<file path="config.mk">
export PLATFORM = sky130hd
export DESIGN_NAME = board_ctrl_flat
export DESIGN_NICKNAME = d
export VERILOG_FILES = /design/src/rtl/board_ctrl_if.sv /design/src/rtl/board_ctrl.sv /design/src/flat_wrapper.sv
export SDC_FILE = /design/constraint.sdc
export NUM_CORES = 1
export LEC_CHECK = 0
export ABC_AREA = 1
export CAP_MARGIN = 20
export CORE_MARGIN = 3
export CORE_UTILIZATION = 35
export CTS_CLUSTER_DIAMETER = 50
export DETAILED_ROUTE_END_ITERATION = 16
export PLACE_DENSITY_LB_ADDON = 0.08
export SLEW_MARGIN = 40
export SYNTH_ARGS = -nofsm -noshare
export SYNTH_HDL_FRONTEND = slang
export SYNTH_SLANG_ARGS = --single-unit
</file>
<file path="constraint.sdc">
create_clock -name clk -period 8.3 [get_ports clk]
set_clock_uncertainty 0.1 [all_clocks]
set_input_delay 1.245 -clock clk [delete_from_list [all_inputs] [get_ports clk]]
set_output_delay 1.245 -clock clk [all_outputs]
set_load 0.01 [all_outputs]
</file>
<file path="src/rtl/board_ctrl_if.sv">
// board_ctrl_if: move handshake, debug cell write and display lookup of the
// 2048 board controller.
//   dir_valid/dir/dir_ready : move command handshake (0=up,1=down,2=left,3=right)
//   load_en/load_id/load_type : single-cell write, honoured only while idle
//   BlockID/BlockType       : combinational display lookup, 4*row+col
//   moved/isDead/win        : game status flags
// master = the side issuing moves and lookups; slave = board_ctrl.
interface board_ctrl_if;
  logic       dir_valid;
  logic [1:0] dir;
  logic       dir_ready;
  logic       load_en;
  logic [3:0] load_id;
  logic [3:0] load_type;
  logic [3:0] BlockID;
  logic [3:0] BlockType;
  logic       moved;
  logic       isDead;
  logic       win;

  modport master (
    output dir_valid, dir, load_en, load_id, load_type, BlockID,
    input  dir_ready, BlockType, moved, isDead, win
  );

  modport slave (
    input  dir_valid, dir, load_en, load_id, load_type, BlockID,
    output dir_ready, BlockType, moved, isDead, win
  );
endinterface

</file>
<file path="src/rtl/board_ctrl.sv">
// board_ctrl: owns the 4x4 board of the 2048 game and sequences each move.
// A move slides/merges one line per cycle (LINE0..LINE3), spawns a tile at
// an LFSR-chosen free cell (SPAWN), then re-evaluates game over (CHECK).
// After reset INIT performs the first spawn, SPAWN the second, then CHECK.
// Ports:
//   clk  : single clock
//   rst  : asynchronous active-low reset (shared with the VGA controller)
//   bus  : board_ctrl_if.slave (handshake, debug write, display lookup, flags)
module board_ctrl #(
  parameter int unsigned MAX_TYPE  = 10,
  parameter logic [15:0] LFSR_SEED = 16'hACE1
) (
  input  logic         clk,
  input  logic         rst,
  board_ctrl_if.slave  bus
);

  typedef logic [3:0] cell_t;
  typedef cell_t [3:0] line_t;   // element 0 is the leading edge of the move

  typedef enum logic [2:0] {
    S_INIT, S_IDLE, S_LINE0, S_LINE1, S_LINE2, S_LINE3, S_SPAWN, S_CHECK
  } state_t;

  localparam cell_t MAX_T = cell_t'(MAX_TYPE);

  state_t      state, state_nxt;
  cell_t       board [16];
  logic [15:0] lfsr;
  logic [1:0]  dir_q;
  logic        changed;
  logic [3:0]  scan_idx;     // next cell to probe after the entry cycle
  logic [3:0]  scan_cnt;     // occupied cells already skipped this spawn
  cell_t       spawn_type;
  logic        moved_q, dead_q, win_q;

  logic        dir_ready;
  logic        accept;

  // Board index of position p (0 = leading edge) of line k for direction d.
  function automatic logic [3:0] cell_index(input logic [1:0] d,
                                            input logic [1:0] k,
                                            input logic [1:0] p);
    logic [1:0] q;
    q = 2'd3 - p;
    case (d)
      2'd0:    cell_index = {p, k};   // up:    col k, row 0..3
      2'd1:    cell_index = {q, k};   // down:  col k, row 3..0
      2'd2:    cell_index = {k, p};   // left:  row k, col 0..3
      default: cell_index = {k, q};   // right: row k, col 3..0
    endcase
  endfunction

  function automatic logic can_merge(input cell_t a, input cell_t b);
    return (a != 4'd0) && (a == b) && (a != MAX_T);
  endfunction

  // Compact toward the leading edge, then merge pairs scanning from it.
  // The explicit pair pattern guarantees each tile merges at most once.
  function automatic line_t slide(input line_t l);
    line_t      c;
    line_t      r;
    logic [2:0] n;
    c = '0;
    n = 3'd0;
    for (int i = 0; i < 4; i++) begin
      if (l[i] != 4'd0) begin
        c[n[1:0]] = l[i];
        n = n + 3'd1;
      end
    end
    r = '0;
    if (can_merge(c[0], c[1])) begin
      r[0] = c[0] + 4'd1;
      if (can_merge(c[2], c[3])) begin
        r[1] = c[2] + 4'd1;
      end else begin
        r[1] = c[2];
        r[2] = c[3];
      end
    end else begin
      r[0] = c[0];
      if (can_merge(c[1], c[2])) begin
        r[1] = c[1] + 4'd1;
        r[2] = c[3];
      end else begin
        r[1] = c[1];
        if (can_merge(c[2], c[3])) begin
          r[2] = c[2] + 4'd1;
        end else begin
          r[2] = c[2];
          r[3] = c[3];
        end
      end
    end
    return r;
  endfunction

  // ---------------------------------------------------------------------
  // Line datapath
  // ---------------------------------------------------------------------
  logic [1:0] line_k;
  logic [3:0] line_idx [4];
  line_t      line_in, line_out;
  logic       line_changed, line_win;

  // NOTE: combinational blocks use blocking '=' and assign every output a
  // default first, so no path through the block can infer a latch.
  always_comb begin
    case (state)
      S_LINE1: line_k = 2'd1;
      S_LINE2: line_k = 2'd2;
      S_LINE3: line_k = 2'd3;
      default: line_k = 2'd0;
    endcase
    line_in = '0;
    for (int p = 0; p < 4; p++) begin
      line_idx[p] = cell_index(dir_q, line_k, 2'(p));
      line_in[p]  = board[line_idx[p]];
    end
    line_out     = slide(line_in);
    line_changed = (line_out != line_in);
    line_win     = 1'b0;
    for (int p = 0; p < 4; p++) begin
      if (line_out[p] == MAX_T) line_win = 1'b1;
    end
  end

  // ---------------------------------------------------------------------
  // Spawn datapath: the entry cycle (scan_cnt == 0) draws the start cell
  // and tile type from the live LFSR; later cycles walk forward from there.
  // ---------------------------------------------------------------------
  logic [3:0] spawn_idx;
  cell_t      spawn_val;
  logic       spawn_hit, spawn_done;

  always_comb begin
    if (scan_cnt == 4'd0) begin
      spawn_idx = lfsr[3:0];
      spawn_val = (lfsr[7:4] == 4'd0) ? 4'd2 : 4'd1;
    end else begin
      spawn_idx = scan_idx;
      spawn_val = spawn_type;
    end
    spawn_hit  = (board[spawn_idx] == 4'd0);
    spawn_done = spawn_hit || (scan_cnt == 4'd15);
  end

  // ---------------------------------------------------------------------
  // Game-over detection: no empty cell and no equal orthogonal neighbours.
  // ---------------------------------------------------------------------
  logic dead;

  always_comb begin
    dead = 1'b1;
    for (int i = 0; i < 16; i++) begin
      if (board[4'(i)] == 4'd0) dead = 1'b0;
      if ((i % 4) != 3 && board[4'(i)] == board[4'(i + 1)]) dead = 1'b0;
      if (i < 12 && board[4'(i)] == board[4'(i + 4)]) dead = 1'b0;
    end
  end

  // ---------------------------------------------------------------------
  // FSM
  // ---------------------------------------------------------------------
  assign dir_ready = (state == S_IDLE) && !dead_q;
  assign accept    = dir_ready && bus.dir_valid;

  always_comb begin
    state_nxt = state;
    case (state)
      S_INIT:  if (spawn_done) state_nxt = S_SPAWN;
      S_IDLE:  if (accept) state_nxt = S_LINE0;
      S_LINE0: state_nxt = S_LINE1;
      S_LINE1: state_nxt = S_LINE2;
      S_LINE2: state_nxt = S_LINE3;
      S_LINE3: state_nxt = (changed || line_changed) ? S_SPAWN : S_CHECK;
      S_SPAWN: if (spawn_done) state_nxt = S_CHECK;
      S_CHECK: state_nxt = S_IDLE;
      default: state_nxt = S_INIT;
    endcase
  end

  // NOTE: sequential state uses non-blocking '<=' only, so every register
  // samples the pre-edge values regardless of statement order.
  always_ff @(posedge clk or negedge rst) begin
    if (!rst) begin
      state      <= S_INIT;
      lfsr       <= LFSR_SEED;
      dir_q      <= 2'd0;
      changed    <= 1'b0;
      scan_idx   <= 4'd0;
      scan_cnt   <= 4'd0;
      spawn_type <= 4'd0;
      moved_q    <= 1'b0;
      dead_q     <= 1'b0;
      win_q      <= 1'b0;
      // NOTE: the board is 16 discrete flops, not a RAM, so clearing it in
      // the asynchronous reset is legal and is what a restart requires.
      for (int i = 0; i < 16; i++) board[i] <= 4'd0;
    end else begin
      state <= state_nxt;
      lfsr  <= {lfsr[0] ^ lfsr[2] ^ lfsr[3] ^ lfsr[5], lfsr[15:1]};

      case (state)
        S_IDLE: begin
          if (accept) begin
            dir_q   <= bus.dir;
            changed <= 1'b0;
          end else if (bus.load_en) begin
            board[bus.load_id] <= bus.load_type;
          end
        end

        S_LINE0, S_LINE1, S_LINE2, S_LINE3: begin
          for (int p = 0; p < 4; p++) board[line_idx[p]] <= line_out[p];
          changed <= changed | line_changed;
          if (line_win) win_q <= 1'b1;
          if (state == S_LINE3) moved_q <= changed | line_changed;
        end

        S_INIT, S_SPAWN: begin
          if (spawn_hit) board[spawn_idx] <= spawn_val;
          if (scan_cnt == 4'd0) spawn_type <= spawn_val;
          if (spawn_done) begin
            scan_cnt <= 4'd0;
          end else begin
            scan_cnt <= scan_cnt + 4'd1;
            scan_idx <= spawn_idx + 4'd1;
          end
        end

        S_CHECK: if (dead) dead_q <= 1'b1;

        default: ;
      endcase
    end
  end

  assign bus.dir_ready = dir_ready;
  assign bus.BlockType = board[bus.BlockID];
  assign bus.moved     = moved_q;
  assign bus.isDead    = dead_q;
  assign bus.win       = win_q;

endmodule

</file>
<file path="src/flat_wrapper.sv">
// flat-port wrapper written by rule: the top's interface ports become plain ports
module board_ctrl_flat 
#(
  parameter int unsigned MAX_TYPE  = 10,
  parameter logic [15:0] LFSR_SEED = 16'hACE1
)
  (clk, rst, bus_dir_valid, bus_dir, bus_load_en, bus_load_id, bus_load_type, bus_BlockID, bus_dir_ready, bus_BlockType, bus_moved, bus_isDead, bus_win);
  board_ctrl_if bus_i ();
  input  logic clk;
  input  logic rst;
  input wire logic [$bits(bus_i.dir_valid)-1:0] bus_dir_valid;
  input wire logic [$bits(bus_i.dir)-1:0] bus_dir;
  input wire logic [$bits(bus_i.load_en)-1:0] bus_load_en;
  input wire logic [$bits(bus_i.load_id)-1:0] bus_load_id;
  input wire logic [$bits(bus_i.load_type)-1:0] bus_load_type;
  input wire logic [$bits(bus_i.BlockID)-1:0] bus_BlockID;
  output wire logic [$bits(bus_i.dir_ready)-1:0] bus_dir_ready;
  output wire logic [$bits(bus_i.BlockType)-1:0] bus_BlockType;
  output wire logic [$bits(bus_i.moved)-1:0] bus_moved;
  output wire logic [$bits(bus_i.isDead)-1:0] bus_isDead;
  output wire logic [$bits(bus_i.win)-1:0] bus_win;
  assign bus_i.dir_valid = bus_dir_valid;
  assign bus_i.dir = bus_dir;
  assign bus_i.load_en = bus_load_en;
  assign bus_i.load_id = bus_load_id;
  assign bus_i.load_type = bus_load_type;
  assign bus_i.BlockID = bus_BlockID;
  assign bus_dir_ready = bus_i.dir_ready;
  assign bus_BlockType = bus_i.BlockType;
  assign bus_moved = bus_i.moved;
  assign bus_isDead = bus_i.isDead;
  assign bus_win = bus_i.win;
  board_ctrl #(.MAX_TYPE(MAX_TYPE), .LFSR_SEED(LFSR_SEED)) u_core (.clk(clk), .rst(rst), .bus(bus_i));
endmodule
</file>
* Word level (Yosys, flattened, before mapping)
Index checks and enable logic that the tools add are counted.
Storage, ports and cells: bits in registers 101, output and inout port bits 8, word-level logic and storage cells 262
Operators by class: add/sub/neg operators 7, order comparisons 19, equal/unequal tests 41, mux-type cells 104, bitwise gates (word level) 12, reduce and logical (&&, ||, !) cells 53
Operators by type and width (count):
- bitwise mux 64 bit | 6
- two-way mux 64 bit | 3
- one-hot mux 64 bit (3 select lines) | 1
- two-way mux 4 bit | 29
- binary-select mux 4 bit (select 4 bit) | 6
- demux 4 bit (select 4 bit) | 6
- == test 4 bit | 13
- bitwise mux 16 bit | 3
- two-way mux 16 bit | 3
- one-hot mux 4 bit (3 select lines) | 4
- zero test 4 bit | 11
- == test 4 bit, second input constant | 9
- greater-or-equal comparator 5 bit, second input constant | 7
- NOT 4 -> 5 bit | 7
- < comparator 5 x 1 -> 1 bit, second input constant | 6
- two-way mux 1 bit | 29
- nonzero test 4 bit | 7
- demux 4 bit (select 2 bit) | 3
- one-hot mux 3 bit (8 select lines) | 1
- adder 4 x 1 -> 4 bit, second input constant | 5
- logical AND 1 bit | 17
- inequality test 16 bit | 1
- AND reduction 2 bit | 7
- == test 3 bit, second input constant | 4
- 32 further kinds | 48

* Depth between registers and ports, before layout
depth in word-level cells 31, gate-level depth with buffers 43

* Least setup slack after synthesis
Ideal clock, no wire load.
path type reg2reg, start register u_core.state[1], end register u_core.moved_q, in the netlist u_core.bus.moved, library setup time 119 ps, arrival time 4689 ps, data required time 8081 ps, path slack 3392 ps, cell stages (with the launch flop) 39, path buffers 2, period minus slack after synthesis 4908 ps, path through dfrtp_1 > inv_1 > ha_1 > nor2_1 > inv_1 > nand2_1 > inv_2 > nor2_4 > nand3_1 > nand2_1 > nor2_1 > nor2_1 > nand2_1 > ha_1 > clkbuf_1 > nand3_1 > nand2_2 > nor2_8 > [3 not listed] > inv_2 > ha_1 > nand3_1 > nand3_1 > nand2_1 > nand3_4 > buf_6 > nand2_4 > nand2_2 > inv_2 > nor2_1 > nor2_1 > nand3_1 > nor2_1 > nand3_1 > nor2_1 > nand2_1 > o21a_1
On the way: cells in the longest elaborated chain, start to end 27, elaborated cells on any way between the ends 84, classes of those cells 5 x add/sub; 6 x order compare; 11 x eq/ne; 39 x mux; 5 x bitwise; 18 x reduce/logical
Ends and longest elaborated chain:
- from (decl) | line board_ctrl.sv:27 | state_t state, state_nxt;
- from (signal assigned) | line board_ctrl.sv:202 | state <= state_nxt;
- branches (longest 27 deep; another with adder 1 x 1 -> 2 bit)
- to (signal assigned) | line board_ctrl.sv:219 | if (state == S_LINE3) moved_q <= changed | line_changed;
- to (decl) | line board_ctrl.sv:35 | logic moved_q, dead_q, win_q;
Several ways; the timed one is not identified. The select of a mux whose other input is x is not followed. A chain may end at the register's enable or synchronous reset.

* Worst setup path in the final report
start register u_core.state[1], end register u_core.board[63] (netlist bit)
On the way: cells in the longest elaborated chain, start to end 28, elaborated cells on any way between the ends 117, classes of those cells 5 x add/sub; 14 x order compare; 15 x eq/ne; 52 x mux; 4 x bitwise; 27 x reduce/logical
Ends and longest elaborated chain:
- branches (longest 28 deep; another with adder 1 x 1 -> 2 bit)
- to (signal, indexed assignment) | line board_ctrl.sv:211 | board[bus.load_id] <= bus.load_type;
- to (signal, indexed assignment) | line board_ctrl.sv:223 | if (spawn_hit) board[spawn_idx] <= spawn_val;
- to (decl) | line board_ctrl.sv:28 | cell_t board [16];
Several ways; the timed one is not identified. The select of a mux whose other input is x is not followed.

==> reports/results.tsv <==
metric	value	unit
ios	26	
yosys_warnings	0	
syn_nets	2225	
cts-resized-gates	0	
drt.antenna.violating_nets	0	
die_y	197	um
max_stage_delay	590	ps
dp_cells	2591	
drc	0	
yosysUniqueCellTypes	50	
slowest_stage	buf_4	
cp.required	8460	ps
hold_viol_final	0	
post_drt_wl_per_cell	28.0	um
port_buffers	24	
avgSynthCellArea	5.85	um^2
finalSetupViolations	0	
tightest_slew	867	ps
rsz0062_at_grt	no	
fin_hold_ws	253	ps
viasPerCell	6.52	
clk_pin_slew_worst_paths	90	ps
clk_latency	400	ps
syn2layout_area_growth	6.32	%
dieArea	38900	um^2
crit_path_frequent_cell	nand3_1	
numClockSinks	100	
grt_pass1_vias	15405	
place_congestion	1.06	
vias	16998	
endpoint_kind	register	
postSynthCellCount	2186	
met3_usage	9.41	%
grtUsageMet2	52.2	%
dieWidth	197	um
fmax	144	MHz
period_needed	6970	ps
ys_ff_latch	100	
layoutNonFillerInstCount	2608	
cp-start-kind	register	
hold_buffers	0	
arrival	7120	ps
synth-edff-count	0	
num-fill-cells	4053	
reg2reg_slack	1330	ps
firstDrtPassIters	6	
grt_overflow	0	
synth_area	12800	um^2
post-cts-setup-buffers	0	
critPathMaxFanout	60	
hp-class	register to register	
initial_utilization	35.7	%
tritoncts	done	
htreeDepth	3	
gr-max-usage-layer	met2	
drive_gt1_share	6.52	%
slew_viol_final	0	
numCtsBuffers	9	
synthFlopType	dfrtp_1	
cts_buffer_depth	2	
grt_pass1_wl	105000	um
place_hpwl	55200	um
core_area	35800	um^2
fin_crit_sh	83.9	%
cts_root_buf	clkbuf_16	
final_util	38.0	%
wirelength	73100	um
grt_util_met1	50.8	%
fin_nets	2180	
status	finished clean	
async_flop_share	100	%
relSlewSlack	42.0	%
setup_tns	0	ps
fp-row-count	69	
seq_area_frac_synth	19.6	%
antenna_found_initial	2	
critPathKind	register to register	
drt_iter0_drc	2471	
grt_max_degree	71	
drv_cap	0	
grt_usage	36.5	%
==> layout make-up <==
type | instances | area (um^2) | share of cell area [%]
diodes | 1 | 2.50 | 0.0184
clock buffers | 9 | 225 | 1.66
clock inverters | 7 | 78.8 | 0.579
inverters | 264 | 993 | 7.30
multi-input cells | 1718 | 8800 | 64.7
flip-flops and latches | 100 | 2510 | 18.5
well taps | 461 | 577 | 4.24
repair buffers | 48 | 412 | 3.03
==> worst max-delay path: cells and delay by family (launching register included) <==
| kind | cells | cell delay [ps] |
|---|---|---|
| compound gates | 3 | 870 |
| fa+ha+maj | 2 | 720 |
| buf+inv | 6 | 1420 |
| flops | 1 | 460 |
| simple gates | 19 | 3200 |
==> synthesized netlist by cell type (all sizes together) (8+ instances only) <==
cell      n  area, um^2
ha       21         263
a31oi    15        93.8
o21ai   204        1030
a21oi   237        1190
dfstp     8         210
dfrtp    92        2300
a22oi    26         195
o211ai   54         405
nor2    193         837
o311ai    8        70.1
buf      52         328
o221ai   14         123
xor2     10        87.6
clkbuf   52         195
o22ai     9        56.3
nand3   386        1960
nand4    17         106
nand2   441        1750
inv     259         972
nor3     24         120
a32oi    28         245
==> cells by family after synthesis <==
logic type                 count (synthesis)  synth area share, %
and+or+nand+nor                         1066                 37.6
xor gates and xnor gates                  14                0.958
buffers and inverters                    368                 11.8
AOI/OAI and AO/OA                        616                 27.9
adders and majority gates                 21                 2.05
DFF                                      100                 19.6
other                                      1               0.0293
==> state kept, by name (all words and copies together), names as in the netlist <==
name and cells:
u_core.board 64, u_core.bus.moved 1, u_core.bus.win 1, u_core.changed 1
u_core.dir_q 2, u_core.lfsr 16, u_core.scan_cnt 4, u_core.scan_idx 4
u_core.spawn_type 4, u_core.state 3
==> through the flow <==
stage                     setup slack [ps]  cell area (um^2)
final                                 1330             13600
after global routing                   830             13600
after CTS                             1600             13600
after detailed placement              1620             13300
after global placement                1720             13300
after floorplan                       3390             12800
==> path summary, 6_finish.rpt <==
path | start | endpoint | cells after the start
hold reg to reg | u_core.lfsr[8]$_DFF_PN0_ | u_core.lfsr[7]$_DFF_PN1_ | 0
setup / recovery | u_core.state[1]$_DFFE_PN0P_ | u_core.board[63]$_DFFE_PN0P_ | 30
max in group asynchronous | rst | u_core.board[4]$_DFFE_PN0P_ | 2
hold / removal | u_core.lfsr[8]$_DFF_PN0_ | u_core.lfsr[7]$_DFF_PN1_ | 0
setup reg to reg | u_core.state[1]$_DFFE_PN0P_ | u_core.board[63]$_DFFE_PN0P_ | 30
min in group asynchronous | rst | u_core.board[42]$_DFFE_PN0P_ | 1
==> layer usage <==
layer,up-vias,routed length (um)
li1,7462,-
met1,8037,30200
met2,1227,29600
met3,268,8990
met4,4,4250
met5,-,27
==> cells in the final DEF, fill, tap and decap left out, types with 4 or more instances in the layout <==
cell type,n
nand2_1,408
nor2_1,169
nor2_4,9
inv_2,17
o221ai_1,14
clkdlybuf4s50_1,21
dfstp_2,8
ha_1,21
o21a_1,5
dfrtp_1,92
clkinv_1,5
clkbuf_16,9
o22ai_1,9
o21ai_2,4
xor2_1,10
a31oi_1,15
xnor2_1,4
a21oi_1,237
o211ai_1,54
buf_4,24
nor2_2,13
nand4_1,17
o21ai_1,12
nand2_2,30
nand3_1,382
a211oi_1,5
o21ai_0,188
nor3_1,22
inv_1,241
o311ai_0,7
a22oi_1,26
a32oi_1,28
Power is not shown: default switching activity piles up to over one toggle a cycle in this logic, so the estimate is an artifact.
